## config.mk

```make
export PLATFORM = sky130hd
export DESIGN_NAME = cpu_checker_fsm
export DESIGN_NICKNAME = d
export VERILOG_FILES = /design/src/rtl/cpu_checker_fsm.sv
export SDC_FILE = /design/constraint.sdc
export NUM_CORES = 1
export LEC_CHECK = 0
export CORE_ASPECT_RATIO = 1.2
export CORE_MARGIN = 2
export CORE_UTILIZATION = 62
export CTS_CLUSTER_SIZE = 28
export DETAILED_ROUTE_END_ITERATION = 10
export GPL_TIMING_DRIVEN = 0
export PLACE_DENSITY = 0.88
export SYNTH_ARGS = -nofsm -noshare
export SYNTH_HDL_FRONTEND = slang
export SYNTH_SLANG_ARGS = --single-unit
```

## constraint.sdc

```tcl
create_clock -name clk -period 4.2 [get_ports clk]
set_input_delay 0.84 -clock clk [delete_from_list [all_inputs] [get_ports clk]]
set_output_delay 0.84 -clock clk [all_outputs]
set_load 0.02 [all_outputs]
```

## src/rtl/cpu_checker_fsm.sv

```systemverilog
// Passive character-serial checker for CPU trace lines: recognises register-write and
// memory-write log lines and reports line type plus field-range errors after the '#'.
module cpu_checker_fsm (
    input  logic       clk,
    input  logic       reset,
    input  logic [7:0] char,
    output logic [1:0] format_type,
    output logic [3:0] error_code
);

    typedef enum logic [3:0] {
        IDLE, TIME, AT_SEEN, PC, COLON_SP, GRF, ADDR,
        SP1, LT, SP2, DATA, DONE_R, DONE_M
    } state_e;

    localparam logic [7:0] CH_CARET  = 8'h5E;
    localparam logic [7:0] CH_AT     = 8'h40;
    localparam logic [7:0] CH_COLON  = 8'h3A;
    localparam logic [7:0] CH_SPACE  = 8'h20;
    localparam logic [7:0] CH_DOLLAR = 8'h24;
    localparam logic [7:0] CH_STAR   = 8'h2A;
    localparam logic [7:0] CH_LT     = 8'h3C;
    localparam logic [7:0] CH_EQ     = 8'h3D;
    localparam logic [7:0] CH_HASH   = 8'h23;

    state_e      state_q, state_d;
    logic [3:0]  cnt_q, cnt_d;
    logic [13:0] time_q, time_d;
    logic [13:0] grf_q, grf_d;
    logic [31:0] pc_q, pc_d;
    logic [31:0] addr_q, addr_d;
    logic        mem_q, mem_d;

    logic        is_dec;
    logic        is_hex;
    logic [3:0]  nib;
    logic        pc_bad;
    logic        addr_bad;
    logic        grf_bad;

    // Only lowercase a-f count as hex letters; 'a'..'f' low nibble 1..6 maps to 10..15.
    always_comb begin
        is_dec = (char >= 8'h30) && (char <= 8'h39);
        is_hex = is_dec || ((char >= 8'h61) && (char <= 8'h66));
        nib    = is_dec ? char[3:0] : (char[3:0] + 4'd9);
    end

    // NOTE: every variable gets a default first so no path leaves a value unassigned (no latches).
    always_comb begin
        state_d = state_q;
        cnt_d   = cnt_q;
        time_d  = time_q;
        grf_d   = grf_q;
        pc_d    = pc_q;
        addr_d  = addr_q;
        mem_d   = mem_q;

        if (char == CH_CARET) begin
            state_d = TIME;
            cnt_d   = 4'd0;
            time_d  = 14'd0;
        end else begin
            state_d = IDLE;
            case (state_q)
                TIME: begin
                    if (is_dec && cnt_q < 4'd4) begin
                        state_d = TIME;
                        cnt_d   = cnt_q + 4'd1;
                        time_d  = time_q * 14'd10 + {10'd0, nib};
                    end else if (char == CH_AT && cnt_q != 4'd0) begin
                        state_d = AT_SEEN;
                    end
                end
                AT_SEEN: begin
                    if (is_hex) begin
                        state_d = PC;
                        cnt_d   = 4'd1;
                        pc_d    = {pc_q[27:0], nib};
                    end
                end
                PC: begin
                    if (is_hex && cnt_q < 4'd8) begin
                        state_d = PC;
                        cnt_d   = cnt_q + 4'd1;
                        pc_d    = {pc_q[27:0], nib};
                    end else if (char == CH_COLON && cnt_q == 4'd8) begin
                        state_d = COLON_SP;
                    end
                end
                COLON_SP: begin
                    if (char == CH_SPACE) begin
                        state_d = COLON_SP;
                    end else if (char == CH_DOLLAR) begin
                        state_d = GRF;
                        cnt_d   = 4'd0;
                        grf_d   = 14'd0;
                        mem_d   = 1'b0;
                    end else if (char == CH_STAR) begin
                        state_d = ADDR;
                        cnt_d   = 4'd0;
                        mem_d   = 1'b1;
                    end
                end
                GRF: begin
                    if (is_dec && cnt_q < 4'd4) begin
                        state_d = GRF;
                        cnt_d   = cnt_q + 4'd1;
                        grf_d   = grf_q * 14'd10 + {10'd0, nib};
                    end else if (char == CH_SPACE && cnt_q != 4'd0) begin
                        state_d = SP1;
                    end else if (char == CH_LT && cnt_q != 4'd0) begin
                        state_d = LT;
                    end
                end
                ADDR: begin
                    if (is_hex && cnt_q < 4'd8) begin
                        state_d = ADDR;
                        cnt_d   = cnt_q + 4'd1;
                        addr_d  = {addr_q[27:0], nib};
                    end else if (char == CH_SPACE && cnt_q == 4'd8) begin
                        state_d = SP1;
                    end else if (char == CH_LT && cnt_q == 4'd8) begin
                        state_d = LT;
                    end
                end
                SP1: begin
                    if (char == CH_SPACE)   state_d = SP1;
                    else if (char == CH_LT) state_d = LT;
                end
                LT: begin
                    if (char == CH_EQ) state_d = SP2;
                end
                SP2: begin
                    if (char == CH_SPACE) begin
                        state_d = SP2;
                    end else if (is_hex) begin
                        state_d = DATA;
                        cnt_d   = 4'd1;
                    end
                end
                DATA: begin
                    if (is_hex && cnt_q < 4'd8) begin
                        state_d = DATA;
                        cnt_d   = cnt_q + 4'd1;
                    end else if (char == CH_HASH && cnt_q == 4'd8) begin
                        state_d = mem_q ? DONE_M : DONE_R;
                    end
                end
                default: state_d = IDLE;
            endcase
        end
    end

    // NOTE: sequential state uses non-blocking assignments so all registers update together.
    always_ff @(posedge clk) begin
        if (!reset) begin
            state_q <= IDLE;
            cnt_q   <= 4'd0;
            time_q  <= 14'd0;
            grf_q   <= 14'd0;
            pc_q    <= 32'd0;
            addr_q  <= 32'd0;
            mem_q   <= 1'b0;
        end else begin
            state_q <= state_d;
            cnt_q   <= cnt_d;
            time_q  <= time_d;
            grf_q   <= grf_d;
            pc_q    <= pc_d;
            addr_q  <= addr_d;
            mem_q   <= mem_d;
        end
    end

    // Fields are frozen from the '#' onwards, so DONE_* decodes them directly.
    always_comb begin
        pc_bad      = (pc_q < 32'h0000_3000) || (pc_q > 32'h0000_4fff) || (pc_q[1:0] != 2'b00);
        addr_bad    = (addr_q > 32'h0000_2fff) || (addr_q[1:0] != 2'b00);
        grf_bad     = (grf_q > 14'd31);
        format_type = 2'b00;
        error_code  = 4'b0000;
        case (state_q)
            DONE_R: begin
                format_type = 2'b01;
                error_code  = {grf_bad, 1'b0, pc_bad, time_q[0]};
            end
            DONE_M: begin
                format_type = 2'b10;
                error_code  = {1'b0, addr_bad, pc_bad, time_q[0]};
            end
            default: begin
                format_type = 2'b00;
                error_code  = 4'b0000;
            end
        endcase
    end

endmodule

```

* After elaboration in Yosys (flattened, before gate mapping)
Cells that the tools add are included.
** Word-level totals
- Register bits :: 101
- Word-level logic and storage cells :: 133
- Bits of input ports :: 10
- Output and inout port bits :: 6
** Operators by class
- Order comparisons :: 10
- Equality and inequality tests :: 31
- Reduce and logical (&&, ||, !) cells :: 31
- Bitwise operators :: 3
- Mux-type cells :: 44
- $mul :: 2
- Add/subtract/negate cells :: 4
** Operator list (number)
- two-way mux 4 bit :: 21
- two-way mux 32 bit :: 2
- one-hot mux 32 bit (2 select lines) :: 1
- == test 8 x 6 -> 1 bit (second input constant) :: 7
- two-way mux 14 bit :: 3
- one-hot mux 4 bit (10 select lines) :: 1
- greater-than comparator 32 x 14 -> 1 bit (second input constant) :: 1
- greater-than comparator 32 x 15 -> 1 bit (second input constant) :: 1
- < comparator 32 x 14 -> 1 bit (second input constant) :: 1
- adder 14 x 4 -> 14 bit :: 2
- multiplier 14 x 3 -> 13 bit (second input constant) :: 2
- one-hot mux 14 bit (2 select lines) :: 1
- == test 4 bit (second input constant) :: 6
- one-hot mux 4 bit (5 select lines) :: 1
- two-way mux 3 bit :: 6
- == test 4 x 3 -> 1 bit (second input constant) :: 4
- == test 8 x 7 -> 1 bit (second input constant) :: 2
- greater-than comparator 14 x 5 -> 1 bit (second input constant) :: 1
- inequality test 2 bit (second input constant) :: 6
- logical AND 1 bit :: 11
- nonzero test 2 bit :: 5
- == test 4 x 2 -> 1 bit (second input constant) :: 2
- greater-or-equal comparator 8 x 6 -> 1 bit (second input constant) :: 1
- greater-or-equal comparator 8 x 7 -> 1 bit (second input constant) :: 1
- 24 further kinds :: 36

* Logic depth before layout (Yosys ltp)
Gate-level depths: netlist (run 1).
- Depth after elaboration :: 7
- Gate-level depth with buffers :: 14
- Gate-level depth less buffers :: 14

* Least setup slack after synthesis (run 1)
OpenSTA, ideal clock, no wires.
- Path kind :: input port to flip-flop
- Start point :: input port char[0]
- End point :: register grf_q[8]
- Data required time :: 4.083 ns
- Library setup time :: 0.117 ns
- Arrival time :: 3.226 ns
- Slack :: 0.857 ns
- Buffers on the path :: 0
- Stages :: 13
- Cell sequence :: inv_1 > ha_1 > o21bai_1 > a21o_1 > nand2_1 > xor2_1 > inv_1 > ha_1 > and2_1 > a31oi_1 > nor2b_1 > xor2_1 > a22o_1
** On the way
- Word-level cells in the longest chain between the ends :: 6
- Elaborated cells between the ends (all ways) :: 17
** Ends and longest elaborated chain
- start: declaration :: line 6 : input logic [7:0] char,
- greater-or-equal comparator 8 x 6 -> 1 bit or <= comparator 8 x 6 -> 1 bit (tied branches) :: line 43 : is_dec = (char >= 8'h30) && (char <= 8'h39);
- logical AND 1 bit :: line 43
- two-way mux 4 bit * :: line 45 : nib = is_dec ? char[3:0] : (char[3:0] + 4'd9);
- named net nib[2] :: line 36 : logic [3:0] nib;
- adder 14 x 4 -> 14 bit * :: line 108 : grf_d = grf_q * 14'd10 + {10'd0, nib};
- two-way mux 14 bit * :: line 105 : if (is_dec && cnt_q < 4'd4) begin
- one-hot mux 14 bit (2 select lines) * :: line 64 : case (state_q)
- end signal: assignment :: line 168 : grf_q <= grf_d;
- end: declaration :: line 29 : logic [13:0] grf_q, grf_d;
Mark *: on every way through the listed nets, which the timed path passes. The rest lies on a longest branch. The select of a mux whose other input is x is not followed.
A chain may end at the register's enable or synchronous reset.

* Worst setup path in the final report (run 1)
- Start point :: input port char[0]
- End point :: register grf_q[12]
Same word-level chain as after synthesis.

==> impl_metrics.py, run 1 <==
metrics = {
    "synthesis": {
        "ys_seq_elements": 88,
        "syn_nets": 658,
        "synth_fa_ha_area_frac": 0.0807,
        "synth_ff_type": "dfxtp_1",
        "yosysUniqueCellTypes": 62,
        "yosys.area_share.simple": 0.247,
        "synth_area_leaders": "dfxtp_1 35%, nand2_1 11%, a21boi_0 9.0%, ha_1 7.3%, xnor2_1 2.6%",
        "avgSynthCellArea_sq_um": 8.09,
        "synth_xor_area_frac": 0.0386,
        "yosys-mux-area-fraction": 0.00601,
        "netlist_area_sq_um": 4990,
        "synth-compound-area-share": 0.232,
        "synth_enable_flop_cells": 0,
        "yosys_warnings": 0,
        "netlist.area_leader.share": 0.353,
        "syn_inst": 617,
        "synth_top_family_by_area": "simple AND/OR/NAND/NOR gates",
        "synthArstFlopShare": 0,
        "seq_area_frac_synth": 0.353,
        "synth_top_area_cell": "dfxtp_1",
    },
    "clock_tree": {
        "holdBufCountCts": 0,
        "cts_made_buffers": 9,
        "cts_root_buf": "clkbuf_8",
        "htreeDepth": 3,
        "clock_latency_ns": 0.36,
        "cts.sinks": 88,
        "cts_max_path_buffers": 2,
        "cts_tree": "yes",
        "cts_setup_buffers": 0,
        "cts.clk_slew.worst_paths_ns": 0.09,
    },
    "global_routing": {
        "gr-usage-met3": 0.0323,
        "grt_max_degree": 17,
        "grtUsageMet2": 0.512,
        "grt_pass1_vias": 4247,
        "grt_usage": 0.275,
        "antenna_found_initial": 0,
        "grt_overflow_total": 0,
        "grtUsageMet1": 0.323,
        "grt_pass1_wl_microns": 19500,
        "grt_most_used_layer": "met2",
    },
    "power_and_ir_drop": {
        "switching_share": 0.242,
        "p_leak_nw": 2.06,
        "finalPower_mw": 1.52,
        "seq_power_share": 0.550,
        "power.share.clock": 0.400,
        "p_int_mw": 1.15,
        "ir_worst_vdd_v": 0.000172,
        "power_frac_comb": 0.050,
        "p_switching_mw": 0.367,
        "powerDensity_nw_per_um2": 278,
    },
    "drt": {
        "drt_iter0_markers": 205,
        "finalWirelength_microns": 11500,
        "avgRoutedWirePerCell_microns": 15.6,
        "drc_errors": 0,
        "route.vias.total": 4469,
        "viasPerCell": 6.06,
        "drtPass1Iterations": 5,
        "final_antenna_net_count": 0,
    },
    "sta": {
        "hold_viol": 0,
        "max_freq_ghz": 0.252,
        "finalMaxSlewViolations": 0,
        "setup_ws_ns": 0.225,
        "hold_slack_ns": 0.471,
        "rsz0062_at_grt": "false",
        "min_period_ns": 3.97,
        "fin_skew_ns": 0.00927,
        "finalSetupViolations": 0,
        "min_period_over_period": 0.946,
        "slew_headroom": 0.295,
        "worst_pin_slew_ns": 1.05,
    },
    "worst_hold_path": {
        "hold_class": "reg2reg",
        "worstHoldStart": "pc_q[30]",
    },
    "cells_and_area": {
        "nets": 682,
        "fin_area_sq_um": 5460,
        "syn_to_final_growth_pct": 9.40,
        "num_antenna_cells": 0,
        "drive_above_1_share": 0.0480,
        "final_core_util": 0.705,
        "fill_cells": 634,
        "multi_input_area_sq_um": 3040,
        "regArea_sq_um": 1760,
    },
    "outcome": {
        "status": "complete, no violations",
    },
    "floorplanning": {
        "start_util": 0.644,
        "core-area_sq_um": 7750,
        "rows": 35,
        "die_h_microns": 102,
        "fp.dieArea_sq_um": 8790,
        "io_pins": 16,
        "die_w_microns": 85.9,
    },
    "critical_path": {
        "worst_ep_arrival_time_ns": 4.23,
        "crit_type": "in2reg",
        "cp-end-kind": "flop",
        "critPathLaunch": "char[0]",
        "crit_path_start_kind": "input port",
        "cp_max_fo": 7,
        "worstPathRequired_ns": 4.45,
        "regToRegStartpoint": "grf_q[5]",
    },
    "place": {
        "dpl.hpwl_microns": 8600,
        "dpl_cell_area_sq_um": 5240,
        "port-buffer-count": 13,
        "pre_cts_slack_ns": -0.343,
        "gp_congestion": 1.02,
    },
    "run": {
        "maxCapViolations": 0,
    },
}
## sequential cells by signal, summed over array words and instances (netlist names)
signal	flops
addr_q	32
grf_q	14
time_q	1
state_q	4
mem_q	1
cnt_q	4
pc_q	32
## kinds of logic (layout without fill, tap and decap cells)
family          Yosys count  count (layout)
simple gates            266             266
buf+inv                  53              82
mux                       3               3
flops                    88              88
compound gates          154             154
fa+ha+maj                31              31
xor+xnor                 22              22
## placed cells by master, fill, tap and decap left out, types with 4 or more instances in the layout
master and count:
nand2_1 150, dfxtp_1 88, a21boi_0 60, clkbuf_1 32, nor2_1 29, ha_1 29
inv_1 18, a21oi_1 16, xnor2_1 15, nor4_1 13, clkdlybuf4s50_1 13, nand3_1 12
o21ai_0 12, nor3_1 10, a22o_1 10, clkbuf_8 9, nand4_1 8, a21o_1 7
nor2b_1 6, or3_1 6, xor2_1 6, o211a_1 6, and2_1 5, nand2b_1 4
and3_1 4, o21a_1 4, a211oi_1 4
## metrics by stage
stage | cells | TNS (ns)
after floorplan | 617 | 0
after global placement | 722 | -0.985
after detailed placement | 722 | -2.14
after CTS | 738 | 0
after global routing | 738 | 0
final | 738 | 0
## metal layers
metal	wire length, microns	vias to the layer above
met5	0	-
met4	284	0
met3	488	28
li1	-	2217
met2	5930	116
met1	4810	2108
## cell usage after synthesis, types with 3 or more instances
cell / instances
nor4_1: 13
nand2_1: 150
o211a_1: 6
mux2i_1: 3
ha_1: 29
or3_1: 6
o21a_1: 4
and2_1: 5
a21boi_0: 60
dfxtp_1: 88
a21o_1: 7
a41oi_1: 3
nor4b_1: 3
a22o_1: 10
a211oi_1: 4
o21ai_0: 12
nor2_1: 29
nand2b_1: 4
nand3_1: 12
o21bai_1: 3
nor2b_1: 6
xnor2_1: 15
and3_1: 4
a21boi_1: 3
xor2_1: 7
nor3_1: 10
nand4_1: 8
a31oi_1: 3
clkbuf_1: 31
a21oi_1: 16
inv_1: 18
## worst paths after layout
check	to	slack [ns]	cells after the start
setup / recovery	grf_q[12]	0.23	14
hold / removal	pc_q[30]	0.47	2
setup reg to reg	grf_q[12]	1.13	9
hold reg to reg	pc_q[30]	0.47	2
## layout make-up
type                            count  area share
Buffer                             35      0.0266
Inverter                           18      0.0124
Multi-Input combinational cell    476       0.557
Clock inverter                      6      0.0137
Timing Repair Buffer               13      0.0238
Sequential cell                    88       0.322
Clock buffer                       10      0.0234
Tap cell                           92      0.0211
## critical path, stage by stage
cell	delay (ns)
clkdlybuf4s50_1	0.64
inv_1	0.14
ha_1	0.25
o21bai_2	0.27
a21o_1	0.29
nand2_1	0.12
xor2_2	0.28
inv_1	0.08
ha_1	0.28
and2_1	0.15
a31oi_1	0.38
nor3_1	0.12
xnor2_1	0.17
a22o_1	0.21
## repair_timing
action                     CTS  global route
setup endpoints to repair    0             7
gates resized for setup      0             4
hold endpoints to repair     0             0
## power by group through the flow
stage / clock network [mW] / registers [mW] / logic (mW)
6_report: 0.607 / 0.834 / 0.0757
5_1_grt: 0.648 / 0.834 / 0.0819
4_1_cts: 0.610 / 0.834 / 0.0724
3_5_place_dp: 0 / 0.853 / 0.0719
3_3_place_gp: 0 / 0.853 / 0.0700
2_1_floorplan: 0 / 0.853 / 0.0473
Power figures use the tool's default switching activity.
==> inputs of run 2 (changes only) <==
Settings changed: CORE_UTILIZATION 62 to 66, PLACE_DENSITY 0.88 to 0.93.
Clock period 4.2 ns to 4.7 ns, I/O delays scaled along.
==> impl_metrics.py, run 2 (synthesis results as in run 1) <==
metrics = {
    "outcome": {
        "status": "complete, no violations",
    },
    "floorplanning": {
        "core-area_sq_um": 7270,
        "die_w_microns": 83.4,
        "die_h_microns": 99.3,
        "io_pins": 16,
        "rows": 34,
        "fp.dieArea_sq_um": 8280,
        "start_util": 0.686,
    },
    "global_routing": {
        "grt_max_degree": 16,
        "antenna_found_initial": 0,
        "grt_overflow_total": 0,
        "grt_usage": 0.290,
        "grt_pass1_wl_microns": 19700,
        "grt_pass1_vias": 4391,
    },
    "sta": {
        "tns_ns": 0,
        "finalSetupViolations": 0,
        "worst_pin_slew_ns": 1.14,
        "finalMaxSlewViolations": 0,
        "max_freq_ghz": 0.232,
        "min_period_over_period": 0.915,
        "hold_slack_ns": 0.468,
        "fin_skew_ns": 0.0105,
        "hold_viol": 0,
        "min_period_ns": 4.30,
        "rsz0062_at_grt": "false",
        "slew_headroom": 0.235,
    },
    "critical_path": {
        "crit_path_top_delay_cell": "clkdlybuf4s50_1",
        "cp_cell_sequence": "clkdlybuf4s50_1 -> inv_1 -> ha_1 -> o21bai_1 -> a21o_1 -> nand2_1 -> xor2_1 -> inv_1 -> ha_1 -> and2_1 -> a31oi_1 -> nor2b_1 -> xor2_1 -> a22o_1",
        "worstPathRequired_ns": 4.96,
        "cp_max_fo": 7,
        "crit_path_start_kind": "input port",
        "crit_type": "in2reg",
        "critPathBufInv": 3,
        "worst_ep_arrival_time_ns": 4.56,
        "cpPeakStageDelay_ns": 0.63,
        "cp_top_family": "compound AO/OA/AOI/OAI gates",
        "cp-end-kind": "flop",
    },
    "clock_tree": {
        "cts_max_path_buffers": 2,
        "cts_setup_buffers": 0,
        "cts_resized": 0,
        "htreeDepth": 3,
        "clock_latency_ns": 0.36,
        "cts_tree": "yes",
        "cts.sinks": 88,
        "cts.clk_slew.worst_paths_ns": 0.08,
        "holdBufCountCts": 0,
        "cts_made_buffers": 9,
        "cts_root_buf": "clkbuf_8",
    },
    "power_and_ir_drop": {
        "ir_worst_vdd_v": 0.000243,
        "powerDensity_nw_per_um2": 235,
        "p_leak_nw": 2.05,
    },
    "drt": {
        "finalWirelength_microns": 11700,
        "route.vias.total": 4602,
        "final_antenna_net_count": 0,
        "drt_iter0_markers": 290,
        "drc_errors": 0,
        "drtPass1Iterations": 5,
        "avgRoutedWirePerCell_microns": 15.9,
        "viasPerCell": 6.25,
    },
    "cells_and_area": {
        "layout_common_cells": "150 x nand2_1, 88 x dfxtp_1, 60 x a21boi_0",
        "drive_above_1_share": 0.0418,
        "nets": 682,
        "fill_cells": 528,
        "layout_commonest_cell": "nand2_1",
        "num_antenna_cells": 0,
        "syn_to_final_growth_pct": 8.29,
        "top_regs": "addr_q (32), pc_q (32), grf_q (14)",
    },
    "run": {
        "maxCapViolations": 0,
    },
    "worst_hold_path": {
        "hold_class": "reg2reg",
    },
    "place": {
        "gp_congestion": 0.941,
        "port-buffer-count": 13,
        "dpl.hpwl_microns": 8790,
    },
}
-- run 2: cell types whose count changed in the layout (fill, tap and decap cells not counted), sizes merged --
cell / before / now
clkinv: 1 / 4
inv: 21 / 19
bufinv: 1 / 0
-- run 2: worst paths after layout --
kind                                from  slack (ns)        end  cells after the start
worst max-delay path             char[0]        0.40   grf_q[8]                     14
worst min-delay path             pc_q[5]        0.47    pc_q[9]                      2
worst max register to register  grf_q[5]        1.65  grf_q[13]                      9
worst min register to register   pc_q[5]        0.47    pc_q[9]                      2
-- run 2: worst reg2reg max path, stage by stage (launching register included) --
cell and delay (ns):
dfxtp_1 0.42, ha_1 0.28, ha_1 0.37, o21a_1 0.17, a21oi_1 0.08, o311ai_0 0.72, nand4_1 0.22, nor4b_1 0.36
xnor2_1 0.13, a22o_1 0.21
-- run 2: layer usage --
| metal | global-route usage | vias up | part of all wire |
|---|---|---|---|
| li1 | - | 2222 | - |
| met4 | 0.110 | 0 | 0.026 |
| met3 | 0.0573 | 28 | 0.047 |
| met1 | 0.329 | 2205 | 0.41 |
| met2 | 0.535 | 147 | 0.52 |
| met5 | 0 | - | 0 |
-- run 2: per-stage QoR --
step | cells | utilization | setup slack, ns | power (mW) | instance area (sq um)
6_report | 736 | 0.743 | 0.398 | 1.27 | 5410
5_1_grt | 736 | 0.743 | 0.135 | 1.31 | 5410
4_1_cts | 736 | 0.743 | 0.449 | 1.27 | 5410
3_5_place_dp | 720 | 0.720 | 0.0802 | 0.827 | 5240
3_3_place_gp | 720 | 0.720 | 0.210 | 0.825 | 5240
2_1_floorplan | 617 | - | 1.26 | 0.805 | 4990
-- run 2: power by group --
group          internal (mW)  total [mW]  switching, mW
logic                 0.0270      0.0656         0.0387
clock network          0.194       0.459          0.265
registers              0.745       0.745      0.0000439
-- run 2: area by class of cell --
type	count	area, sq um	share of cell area
Inverter	18	67.6	0.0125
Multi-Input combinational cell	476	3020	0.558
Clock inverter	6	43.8	0.00810
Tap cell	90	113	0.0208
Buffer	35	145	0.0268
Timing Repair Buffer	13	130	0.0241
Sequential cell	88	1760	0.326
Clock buffer	10	128	0.0236
